`src/rtl/mem_ctrl_pkg.sv`:
```
// Shared encodings for the pipeline/RAM memory sequencer.
package mem_ctrl_pkg;

  // Request op encoding (3 behaves as NOP)
  localparam logic [1:0] MEM_NOP   = 2'd0;
  localparam logic [1:0] MEM_LOAD  = 2'd1;
  localparam logic [1:0] MEM_STORE = 2'd2;

  // Request length encoding (3 behaves as WORD)
  localparam logic [1:0] MEM_BYTE = 2'd0;
  localparam logic [1:0] MEM_HALF = 2'd1;
  localparam logic [1:0] MEM_WORD = 2'd2;

  // Global enable levels
  localparam logic ChipStall    = 1'b0;
  localparam logic ChipNotStall = 1'b1;

  localparam int unsigned DATA_W = 32;
  localparam int unsigned CNT_W  = 3;

  typedef enum logic [1:0] {
    ST_IDLE  = 2'd0,
    ST_ISSUE = 2'd1,
    ST_DRAIN = 2'd2,
    ST_DONE  = 2'd3
  } state_t;

  // Number of byte cycles for a length code
  function automatic logic [CNT_W-1:0] len_bytes(input logic [1:0] len);
    case (len)
      MEM_BYTE: len_bytes = CNT_W'(1);
      MEM_HALF: len_bytes = CNT_W'(2);
      default:  len_bytes = CNT_W'(4);
    endcase
  endfunction

endpackage

```
`src/rtl/mem_ctrl.sv`:
```
// Arbitrates IF/MEM requests onto a byte-wide synchronous RAM, one byte per cycle.
module mem_ctrl
  import mem_ctrl_pkg::*;
#(
  parameter int unsigned ADDR_W = 32
) (
  input  logic              clk_in,
  input  logic              rst_in,
  input  logic              rdy_in,
  input  logic [1:0]        if_op,
  input  logic [1:0]        if_len,
  input  logic [ADDR_W-1:0] if_addr,
  output logic              if_rdy,
  output logic [31:0]       if_out,
  input  logic [1:0]        mem_op,
  input  logic [1:0]        mem_len,
  input  logic [ADDR_W-1:0] mem_addr,
  input  logic [31:0]       mem_data,
  output logic              mem_rdy,
  output logic [31:0]       mem_out,
  output logic [ADDR_W-1:0] ram_a,
  output logic [7:0]        ram_dout,
  output logic              ram_rw,
  input  logic [7:0]        ram_din
);

  state_t              r_state, w_state_nx;
  logic                r_store, w_store_nx;
  logic                r_gnt_mem, w_gnt_mem_nx;
  logic [ADDR_W-1:0]   r_addr, w_addr_nx;
  logic [DATA_W-1:0]   r_data, w_data_nx;
  logic [CNT_W-1:0]    r_n, w_n_nx;
  logic [CNT_W-1:0]    r_i, w_i_nx;
  logic [1:0]          r_j, w_j_nx;
  logic [DATA_W-1:0]   r_result, w_result_nx;
  logic                r_cap, w_cap_nx;
  logic [7:0]          r_skid;
  logic                r_skid_vld;
  logic [7:0]          w_cap_byte;

  logic                r_if_rdy, w_if_rdy_nx;
  logic [DATA_W-1:0]   r_if_out, w_if_out_nx;
  logic                r_mem_rdy, w_mem_rdy_nx;
  logic [DATA_W-1:0]   r_mem_out, w_mem_out_nx;
  logic [ADDR_W-1:0]   r_ram_a, w_ram_a_nx;
  logic [7:0]          r_ram_dout, w_ram_dout_nx;
  logic                r_ram_rw, w_ram_rw_nx;

  logic                w_mem_req, w_if_req, w_active;

  assign w_mem_req = (mem_op == MEM_LOAD) || (mem_op == MEM_STORE);
  assign w_if_req  = (if_op == MEM_LOAD) || (if_op == MEM_STORE);
  assign w_active  = (rdy_in == ChipNotStall);

  assign if_rdy   = r_if_rdy;
  assign if_out   = r_if_out;
  assign mem_rdy  = r_mem_rdy;
  assign mem_out  = r_mem_out;
  assign ram_a    = r_ram_a;
  assign ram_dout = r_ram_dout;
  // A frozen cycle must never write, even mid-store
  assign ram_rw   = r_ram_rw & w_active;

  // Next-state, byte sequencing, load assembly and completion
  always_comb begin
    w_state_nx    = r_state;
    w_store_nx    = r_store;
    w_gnt_mem_nx  = r_gnt_mem;
    w_addr_nx     = r_addr;
    w_data_nx     = r_data;
    w_n_nx        = r_n;
    w_i_nx        = r_i;
    w_j_nx        = r_j;
    w_result_nx   = r_result;
    w_cap_nx      = 1'b0;
    w_if_rdy_nx   = 1'b0;
    w_if_out_nx   = r_if_out;
    w_mem_rdy_nx  = 1'b0;
    w_mem_out_nx  = r_mem_out;
    w_ram_a_nx    = r_ram_a;
    w_ram_dout_nx = 8'd0;
    w_ram_rw_nx   = 1'b0;
    w_cap_byte    = r_skid_vld ? r_skid : ram_din;

    if (r_cap) begin
      w_result_nx[{r_j, 3'b000} +: 8] = w_cap_byte;
      w_j_nx = r_j + 2'd1;
    end

    case (r_state)
      ST_IDLE: begin
        if (w_mem_req || w_if_req) begin
          w_gnt_mem_nx  = w_mem_req;
          w_store_nx    = w_mem_req ? (mem_op == MEM_STORE) : (if_op == MEM_STORE);
          w_addr_nx     = w_mem_req ? mem_addr : if_addr;
          w_data_nx     = w_mem_req ? mem_data : '0;
          w_n_nx        = len_bytes(w_mem_req ? mem_len : if_len);
          w_result_nx   = '0;
          w_j_nx        = 2'd0;
          w_i_nx        = CNT_W'(1);
          w_ram_a_nx    = w_addr_nx;
          w_ram_rw_nx   = w_store_nx;
          w_ram_dout_nx = w_data_nx[7:0];
          w_state_nx    = ST_ISSUE;
        end
      end
      ST_ISSUE: begin
        w_cap_nx = ~r_store;
        if (r_i == r_n) begin
          if (r_store) begin
            w_state_nx = ST_DONE;
            if (r_gnt_mem) begin
              w_mem_rdy_nx = 1'b1;
              w_mem_out_nx = '0;
            end else begin
              w_if_rdy_nx = 1'b1;
              w_if_out_nx = '0;
            end
          end else begin
            w_state_nx = ST_DRAIN;
          end
        end else begin
          w_ram_a_nx    = r_addr + ADDR_W'(r_i);
          w_ram_rw_nx   = r_store;
          w_ram_dout_nx = r_data[{r_i[1:0], 3'b000} +: 8];
          w_i_nx        = r_i + CNT_W'(1);
        end
      end
      ST_DRAIN: begin
        w_state_nx = ST_DONE;
        if (r_gnt_mem) begin
          w_mem_rdy_nx = 1'b1;
          w_mem_out_nx = w_result_nx;
        end else begin
          w_if_rdy_nx = 1'b1;
          w_if_out_nx = w_result_nx;
        end
      end
      ST_DONE:  w_state_nx = ST_IDLE;
      default:  w_state_nx = ST_IDLE;
    endcase
  end

  // State register, frozen while stalled
  always_ff @(posedge clk_in or posedge rst_in) begin
    if (rst_in)        r_state <= ST_IDLE;
    else if (w_active) r_state <= w_state_nx;
  end

  // Datapath and output registers; the RAM keeps reading the held address
  // while frozen, so the byte due on the first frozen cycle is parked in r_skid
  always_ff @(posedge clk_in or posedge rst_in) begin
    if (rst_in) begin
      r_store    <= 1'b0;
      r_gnt_mem  <= 1'b0;
      r_addr     <= '0;
      r_data     <= '0;
      r_n        <= '0;
      r_i        <= '0;
      r_j        <= '0;
      r_result   <= '0;
      r_cap      <= 1'b0;
      r_skid     <= 8'd0;
      r_skid_vld <= 1'b0;
      r_if_rdy   <= 1'b0;
      r_if_out   <= '0;
      r_mem_rdy  <= 1'b0;
      r_mem_out  <= '0;
      r_ram_a    <= '0;
      r_ram_dout <= 8'd0;
      r_ram_rw   <= 1'b0;
    end else if (w_active) begin
      r_store    <= w_store_nx;
      r_gnt_mem  <= w_gnt_mem_nx;
      r_addr     <= w_addr_nx;
      r_data     <= w_data_nx;
      r_n        <= w_n_nx;
      r_i        <= w_i_nx;
      r_j        <= w_j_nx;
      r_result   <= w_result_nx;
      r_cap      <= w_cap_nx;
      r_skid_vld <= 1'b0;
      r_if_rdy   <= w_if_rdy_nx;
      r_if_out   <= w_if_out_nx;
      r_mem_rdy  <= w_mem_rdy_nx;
      r_mem_out  <= w_mem_out_nx;
      r_ram_a    <= w_ram_a_nx;
      r_ram_dout <= w_ram_dout_nx;
      r_ram_rw   <= w_ram_rw_nx;
    end else if (r_cap && !r_skid_vld) begin
      r_skid     <= ram_din;
      r_skid_vld <= 1'b1;
    end
  end

endmodule
```
`config.mk`:
```
export PLATFORM = sky130hd
export DESIGN_NAME = mem_ctrl
export DESIGN_NICKNAME = d
export VERILOG_FILES = /design/src/rtl/mem_ctrl_pkg.sv /design/src/rtl/mem_ctrl.sv
export SDC_FILE = /design/constraint.sdc
export NUM_CORES = 1
export LEC_CHECK = 0
export BUFFER_PORTS_ARGS = -buffer_cell sky130_fd_sc_hd__clkbuf_2
export CORE_MARGIN = 2
export CORE_UTILIZATION = 50
export CTS_CLUSTER_SIZE = 28
export DETAILED_ROUTE_END_ITERATION = 7
export HOLD_SLACK_MARGIN = 0.02
export PLACE_DENSITY_LB_ADDON = 0.15
export SLEW_MARGIN = 0
export SYNTH_ARGS = -nofsm -noshare
export SYNTH_HDL_FRONTEND = slang
export SYNTH_SLANG_ARGS = --single-unit
```
`constraint.sdc`:
```
create_clock -name clk_in -period 6.4 [get_ports clk_in]
set_clock_uncertainty 0.05 [all_clocks]
set_input_delay 0.32 -clock clk_in [delete_from_list [all_inputs] [get_ports clk_in]]
set_output_delay 0.32 -clock clk_in [all_outputs]
set_load 0.01 [all_outputs]
```
# After elaboration in Yosys (flattened, before gate mapping)
# Cells that the tools add are included.
dict set report op_classes {
  add_sub_neg 4
  mul 0
  div_mod_pow 0
  order_cmp 0
  n_eq_ne 17
  shifts 3
  mux 50
  bitwise 3
  reduce_logical 16
}
# operator count
set op_table {}
lappend op_table {{$mux W32} 15}
lappend op_table {{$pmux W32 S2} 3}
lappend op_table {{$add A32 B3 Y32} 1}
lappend op_table {{$bwmux W32} 1}
lappend op_table {{$shift A8 B7 Y32 const A} 1}
lappend op_table {{$shiftx A32 B6 Y8} 1}
lappend op_table {{$shiftx A8 B7 Y32} 1}
lappend op_table {{$mux W8} 3}
lappend op_table {{$ne A2 B2 Y1 const B} 8}
lappend op_table {{$pmux W8 S2} 1}
lappend op_table {{$mux W1} 13}
lappend op_table {{$mux W2} 6}
lappend op_table {{$pmux W3 S2} 2}
lappend op_table {{$reduce_and A6 Y1} 2}
lappend op_table {{$eq A2 B1 Y1 const B} 4}
lappend op_table {{$eq A2 B2 Y1 const B} 4}
lappend op_table {{$pmux W2 S4} 1}
lappend op_table {{$neg A5 Y7} 1}
lappend op_table {{$mux W3} 2}
lappend op_table {{$pmux W1 S2} 3}
lappend op_table {{$reduce_and A3 Y1} 2}
lappend op_table {{$reduce_bool A2 Y1} 3}
lappend op_table {{$logic_not A2 Y1} 2}
lappend op_table {{$reduce_and A4 Y1} 1}
lappend op_table {{other kinds (9)} 12}
dict set report totals {
  reg_bits 225
  latchBits 0
  ram_bits 0
  romBits 0
  inputBits 115
  out_inout_bits 107
  wordCells 112
  memories 0
}

# Logic depth before layout (Yosys ltp)
# Gate-level depths: netlist of run 1.
dict set report logic_depth {
  word_depth 6
  mapped_depth 10
}

# Worst setup path after synthesis of run 1
# OpenSTA, ideal clock, no wires.
dict set report synth_timing {
  path_type {reg2reg}
  startpoint {reg r_i[0]}
  endpoint {reg r_ram_a[20], in the netlist ram_a[20]}
  setup_time_ns 0.104
  t_arrival_ns 2.044
  slack_ns 4.202
  stages_incl_launch_ff 9
  synth_period_minus_slack_ns 2.198
  path_cell_list {dfrtp_1 -> ha_1 -> fa_1 -> a21oi_1 -> nor2_1 -> nand3_1 -> or3_1 -> xnor2_1 -> a221oi_1}
}
dict set report synth_via {
  elab_chain_len 3
}
# element line
set synth_rtl {}
lappend synth_rtl {{from (decl)} mem_ctrl.sv:33} ;# logic [CNT_W-1:0] r_i, w_i_nx;
lappend synth_rtl {{from (signal assigned)} mem_ctrl.sv:178} ;# r_i <= w_i_nx;
lappend synth_rtl {{$add A32 B3 Y32 / $eq A3 B3 Y1 (equally long branches)} {mem_ctrl.sv:123, mem_ctrl.sv:109}}
lappend synth_rtl {{$mux W32 / $ne A2 B2 Y1 (equally long branches)} --}
lappend synth_rtl {{$pmux W32 S2 / $reduce_and A4 Y1 (equally long branches)} --}
lappend synth_rtl {{to (signal assigned)} mem_ctrl.sv:187} ;# r_ram_a <= w_ram_a_nx;
lappend synth_rtl {{to (decl)} mem_ctrl.sv:45} ;# logic [ADDR_W-1:0] r_ram_a, w_ram_a_nx;
# Parallel ways exist; a longest one is shown, timed or not. The select of a mux whose other input is x is not followed.
# A chain may end at the register's enable or synchronous reset.

# Final worst setup path of run 1
dict set report layout_timing {
  startpoint {reg r_state[0]}
  endpoint {reg r_mem_out[8], in the netlist mem_out[8]}
}
dict set report layout_via {
  elab_chain_len 3
}
# element line
set layout_rtl {}
lappend layout_rtl {{from (decl)} mem_ctrl.sv:27} ;# state_t r_state, w_state_nx;
lappend layout_rtl {{from (signal assigned)} mem_ctrl.sv:147} ;# else if (w_active) r_state <= w_state_nx;
lappend layout_rtl {{$eq A2 B1 Y1 / $eq A2 B2 Y1 (equally long branches)} mem_ctrl.sv:90} ;# case (r_state)
lappend layout_rtl {{$ne A2 B2 Y1 (no source line) / $reduce_bool A2 Y1 (equally long branches)} --}
lappend layout_rtl {{$reduce_and A6 Y1 (no source line)} --}
lappend layout_rtl {{to (signal assigned)} mem_ctrl.sv:186} ;# r_mem_out <= w_mem_out_nx;
lappend layout_rtl {{to (decl)} mem_ctrl.sv:44} ;# logic [DATA_W-1:0] r_mem_out, w_mem_out_nx;
# Parallel ways exist; a longest one is shown, timed or not.

==> results of run 1 <==
final cells by class:
type / instances / area, um2
sequential: 225 / 5630
clock inverter: 6 / 80.1
multi-input combinational: 723 / 4830
inverter: 29 / 113
tap: 275 / 344
clock buffer: 38 / 734
fill: 1788 / 7900
timing repair buffer: 265 / 1530
antenna: 1 / 2.50
kinds of logic after synthesis:
group | synth area share [%]
flops | 52.0
compound gates | 15.8
mux | 10.4
simple gates | 13.7
fa+ha+maj | 1.80
xor+xnor | 2.73
buf+inv | 3.56
synthesized netlist by cell type, drive strengths merged (2+ instances only):
| library cell | count |
|---|---|
| nor4b | 2 |
| nor2 | 45 |
| o21a | 3 |
| inv | 28 |
| o21ai | 125 |
| nor2b | 3 |
| and2 | 11 |
| a22oi | 16 |
| a211oi | 9 |
| mux2i | 46 |
| nand3 | 15 |
| a221oi | 6 |
| and3 | 4 |
| nand3b | 8 |
| xnor2 | 23 |
| a31oi | 6 |
| nand2b | 3 |
| buf | 28 |
| a21oi | 13 |
| nor3 | 11 |
| o31ai | 6 |
| a22o | 48 |
| dfrtp | 225 |
| nand4 | 9 |
| mux2 | 43 |
| nand2 | 200 |
| ha | 14 |
| xor2 | 9 |
| a21o | 10 |
| mux4 | 8 |
| o22ai | 13 |
| clkbuf | 32 |
per-layer routing:
| metal | up-vias | part of all wire, % | track usage, % | routed length (um) |
|---|---|---|---|---|
| met3 | 35 | 4.7 | 3.07 | 1250 |
| met4 | 0 | 1.8 | 5.42 | 469 |
| met5 | - | 0 | 0 | 0 |
| li1 | 4122 | - | - | - |
| met2 | 229 | 49 | 39.5 | 12900 |
| met1 | 4093 | 45 | 32.8 | 11800 |
sequential cells by signal, indices dropped and copies added (netlist names), 2 cells and up, named ones only:
name and flops:
r_j 2, r_i 3, ram_a 32, r_state 2, r_n 3, if_out 32, mem_out 32, r_addr 32
r_result 31, r_data 32, r_skid 8, ram_dout 8
what timing repair did:
item | CTS | global route
setup endpoints to repair | 0 | 0
hold buffers | 36 | 0
hold endpoints to repair | 47 | 0
stage by stage:
| step | std cells | worst slack (ns) | instance area (um2) | hold WS, ns | utilization, % |
|---|---|---|---|---|---|
| after floorplan | 1037 | 3.09 | 10800 | 0.384 | - |
| after detailed placement | 1481 | 2.69 | 12100 | 0.251 | 57.1 |
| after global routing | 1562 | 2.22 | 13300 | 0.0271 | 62.7 |
| after global placement | 1481 | 2.90 | 12100 | 0.255 | 57.1 |
| after CTS | 1561 | 2.67 | 13300 | 0.0200 | 62.7 |
| final | 1562 | 2.67 | 13300 | 0.0341 | 62.7 |
how the worst max path moves through the flow:
stage                            endpoint  cells past startpoint       start
6_report                       mem_out[8]                      6  r_state[0]
5_1_grt                        mem_out[9]                      6  r_state[0]
4_1_cts                        mem_out[8]                      6  r_state[0]
3_5_place_dp                   mem_out[9]                      6  r_state[0]
3_3_place_gp                   mem_out[8]                      6  r_state[0]
2_1_floorplan  asynchronous set/reset pin                      1      rst_in
power breakdown:
group	total [mW]	internal (mW)	switching [mW]	leakage [nW]
clock network	1.42	0.865	0.556	0.403
logic	1.85	0.804	1.05	2.96
registers	2.20	1.83	0.371	2.94
total	5.47	3.50	1.98	6.30
worst max-delay path: cells and delay by family, from the launching register on:
family	cells	cell delay, ns
compound gates	1	0.37
simple gates	1	0.76
fa+ha+maj	1	0.76
buf+inv	2	0.59
flops	1	0.43
mux	1	0.62
==> qor.txt, run 1 <==
Critical Path Source Type: flip-flop
Initial detailed-routing violation count: 416
Final period util: 58.2%
Slew margin rel.: 23.3%
Vias: 8479
Cts bufs inserted: 25
Wire per inst: 16.9 um
Hold Fails Final Rpt: 0
Worst-path cell chain: inv_1 > ha_1 > clkinv_1 > o22ai_1 > nand3_2 > mux2_1
Min-Delay Endpoint: r_skid[7]
DRT antenna net count: 0
Crit-path slowest cell: ha_1
Origin of the critical flop-to-flop path: r_state[0]
Row cnt: 53
TritonCTS clock tree: done
Peak VDD IR: 0.000263 V
Final setup vio count: 0
Worst Path Required: 6.73 ns
CTS Buffer Depth: 3
Clock transition at path regs: 0.06 ns
RSZ-0062 raised after global routing: no
Commonest cells after routing, fill and taps aside: 225 x dfrtp_1, 221 x clkbuf_2, 196 x nand2_1
Hold_sp: ram_din[7]
Synth Cell Area: 10800 um2
Largest net degree at the start of global routing: 97
Initial antenna violation count: 1
RePlAce Congestion: 0.840
First-pass GRT wire length: 43000 um
Commonest non-fill, non-tap cell in the layout: dfrtp_1
# IOs: 222
Cell Pwr Density: 413 nW/um2
Routed via count divided by cell count: 5.43
Dpl hpwl: 18100 um
Core footprint: 21200 um2
Later-pin clock latency in the skew report: 0.51 ns
Synth top area share: 52.0%
FF-to-FF End: mem_out[8]
Flop-to-flop setup slack: 2.67 ns
Warnings, synthesis: 0
Crit path DAT: 4.06 ns
Nets@finish: 1399
Worst slew pin tran: 1.15 ns
PostCTS Resize Cnt: 0
CP Class: reg2reg
Syn nets: 1167
Dominant cell type by area after synthesis: dfrtp_1
Clock Sinks: 225
Drt pass-1 iters: 5
Reg2reg path depth: 6
Register area share after synthesis: 52.0%
CP Capture Type: flip-flop
Postcts setup bufs: 0
Remaining global-route overflow: 0
Crit-path max cell delay: 0.76 ns
Max cap viols: 0
Yosys cell types: 64
CP Max Fanout: 56
Die Span Y: 151 um
Starting Density: 51.2%
Mapped Cells: 1037
# DRC: 0
Root Driver: clkbuf_16
Async S/R FF share, synth: 100%
Leakage power: 6.30 nW
Syn-to-layout area delta: 22.5%
Minimum clock period: 3.73 ns
Share of cells above drive strength 1: 27.0%
#FFs+latches synth: 225
PortBufs: 221
Number of global-route vias before repair: 8276
Main area contributors after synthesis: dfrtp_1 52%, nand2_1 6.8%, o21ai_0 5.4%
Mean Syn Cell Area: 10.4 um2
Total design power: 5.47 mW
Status: complete, no violations
WHS Path Cells: 2
Fmax: 268 MHz
H-tree levels: 1
Class of the worst hold path: in2reg
Top_reg_cell synth: dfrtp_1
Gr usage total: 23.5%
Die Area: 22800 um2
Final Max Slew Viols: 0
Die width: 151 um
Final setup TNS: 0 ns
Drt total wl: 26500 um
EDFF count, synth: 0
Note: power is estimated with default switching activity, not from simulation.
==> run 2, diff against run 1 <==
--- a/config.mk
+++ b/config.mk
@@ -5,9 +5,10 @@
 export SDC_FILE = /design/constraint.sdc
 export NUM_CORES = 1
 export LEC_CHECK = 0
+export ABC_AREA = 1
 export BUFFER_PORTS_ARGS = -buffer_cell sky130_fd_sc_hd__clkbuf_2
 export CORE_MARGIN = 2
-export CORE_UTILIZATION = 50
+export CORE_UTILIZATION = 51
 export CTS_CLUSTER_SIZE = 28
 export DETAILED_ROUTE_END_ITERATION = 7
 export HOLD_SLACK_MARGIN = 0.02
==> constraint.sdc (replaced) <==
create_clock -name clk_in -period 3.1 [get_ports clk_in]
set_clock_uncertainty 0.05 [all_clocks]
set_input_delay 0.155 -clock clk_in [delete_from_list [all_inputs] [get_ports clk_in]]
set_output_delay 0.155 -clock clk_in [all_outputs]
set_load 0.01 [all_outputs]
==> run 2 against run 1 <==
Non-clock buffer count increased by 97. Routed wire length is 22% higher. Largest power group is now combinational cells. Die area is 6.2% higher. Synthesized area grew 8.5%. Sequential power up 130%. Sequential share of layout area shrank 5.1 points. Critical endpoint is now r_n[1]. Cell count increased by 38%. Clock-buffer cell count is 1 lower. Via count up 32%. Register-to-register slack got worse by 2.2 ns. Critical path depth is 4 higher. Largest cell class unchanged. Synthesized cell count is 48% higher.
==> qor.txt, run 2 <==
Mapped Cells: 1533
Number of global-route vias before repair: 10900
Worst slew pin tran: 0.940 ns
# DRC: 0
Worst-path cell chain: clkbuf_2 > inv_1 > ha_1 > inv_2 > buf_4 > nand2_1 > nand2_1 > dlygate4sd3_1 > o31ai_1 > dlygate4sd3_1
Cts bufs inserted: 25
CTS Buffer Depth: 3
Share of cells above drive strength 1: 20.1%
Synth top area share: 47.9%
Starting Density: 51.9%
Vias: 11200
RePlAce Congestion: 0.884
Core footprint: 22600 um2
Nets@finish: 1977
Hold Fails Final Rpt: 0
Top_reg_cell synth: dfrtp_1
Warnings, synthesis: 0
Final Max Slew Viols: 0
Worst Path Required: 3.46 ns
Yosys cell types: 41
Main area contributors after synthesis: dfrtp_1 48%, nand2_1 16%, o21ai_0 6.1%
Fin Hold WS: 0.0300 ns
Most frequent cell after synthesis: nand2_1
Routed via count divided by cell count: 5.19
CP top delay family: buffers and inverters
Final setup TNS: 0 ns
Most frequent cells after synthesis: 510 x nand2_1, 225 x dfrtp_1, 142 x o21ai_0
Mean Syn Cell Area: 7.66 um2
Critical Path Source Type: input pin
CP Max Fanout: 33
Syn nets: 1663
Die width: 156 um
Max cap viols: 0
RSZ-0062 raised after global routing: no
Dpl hpwl: 21500 um
Later-pin clock latency in the skew report: 0.53 ns
Total design power: 13.1 mW
EDFF count, synth: 0
First-pass GRT wire length: 53300 um
Wire per inst: 15.0 um
Largest net degree at the start of global routing: 68
Register area share after synthesis: 47.9%
Post-layout util: 66.6%
Clock Sinks: 225
Crit-path max cell delay: 0.59 ns
CP Class: in2reg
Async S/R FF share, synth: 100%
Antenna Cells: 0
Syn-to-layout area delta: 28.3%
CP bufs+invs: 6
H-tree levels: 1
Class of the worst hold path: in2reg
Crit path DAT: 3.06 ns
#FFs+latches synth: 225
Peak VDD IR: 0.000358 V
Synth Cell Area: 11700 um2
Leakage power: 7.48 nW
Minimum clock period: 2.69 ns
Die Span Y: 156 um
Die Area: 24300 um2
Initial antenna violation count: 1
Clock transition at path regs: 0.06 ns
Drt total wl: 32200 um
Fmax: 371 MHz
Commonest non-fill, non-tap cell in the layout: nand2_1
Commonest cells after routing, fill and taps aside: 510 x nand2_1, 225 x dfrtp_1, 221 x clkbuf_2
Setup slack after layout: 0.405 ns
Crit-path slowest cell: dlygate4sd3_1
Final setup vio count: 0
Gr usage total: 26.8%
Fillers: 1900
Initial detailed-routing violation count: 737
Dominant cell type by area after synthesis: dfrtp_1
Pre-CTS setup slack: 0.828 ns
Row cnt: 55
# IOs: 222
DRT antenna net count: 0
Remaining global-route overflow: 0
PortBufs: 221
Cell Pwr Density: 869 nW/um2
Final period util: 86.9%
Slew margin rel.: 37.2%
Status: complete, no violations
PostCTS Resize Cnt: 0
Root Driver: clkbuf_16
Drt pass-1 iters: 5
TritonCTS clock tree: done
CP Capture Type: flip-flop
[run 2: worst register-to-register path, cell delays in order, from the launching register on]
cell and delay (ns):
dfrtp_1 0.39, inv_1 0.11, ha_1 0.18, buf_4 0.20
nand2_2 0.10, nor2_4 0.11, buf_4 0.53, nand3_1 0.16
dlygate4sd3_1 0.60, o21a_1 0.11
[run 2: path summary, 6_finish.rpt]
kind	slack, ns	cells after the start	startpoint	endpoint
setup / recovery	0.41	10	mem_op[0]	r_n[1]
hold / removal	0.03	7	mem_addr[28]	ram_a[28]
setup reg to reg	0.46	9	r_state[0]	r_addr[1]
hold reg to reg	0.43	2	ram_a[14]	ram_a[14]
max in group asynchronous	1.72	4	rst_in	r_addr[13]
min in group asynchronous	0.32	3	rst_in	mem_out[6]
[run 2: metal layers]
metal	part of all wire, %	global-route usage (%)
met4	2.1	6.99
met3	6.2	3.97
met5	0.040	0
met1	44	37.2
met2	47	44.5
[run 2: timing repair]
item / CTS / global route
hold buffers: 122 / 0
hold endpoints to repair: 136 / 0
setup buffers: 0 / 0
setup endpoints to repair: 0 / 0
[run 2: final cells by class]
cell class              count  area [um2]  share of cell area [%]
flip-flops and latches    225        5630                    37.4
multi-input cells        1094        5190                    34.5
repair buffers            362        2520                    16.7
clock buffers              37         741                    4.92
inverters                 139         526                    3.49
well taps                 285         357                    2.37
clock inverters             7         100                   0.664
[run 2: where the power goes]
part           total, mW  internal (mW)  switching (mW)
Combinational       5.13           1.89            3.24
Clock               3.02           1.82            1.20
Sequential          4.95           4.16           0.794
[run 2: metrics by stage]
stage	std cells	cell area [um2]
floorplan	1533	11800
global placement	1983	13000
detailed placement	1983	13000
CTS	2149	15100
global route	2149	15100
finish	2149	15100
[run 2: kinds of logic after synthesis]
kind of cell | synth area share [%]
flip-flops | 47.9
multiplexers | 0.0852
XOR/XNOR | 0.437
adder cells (fa/ha/maj) | 1.66
buffers and inverters | 7.86
AND/OR/NAND/NOR | 27.7
AO/OA/AOI/OAI | 14.4
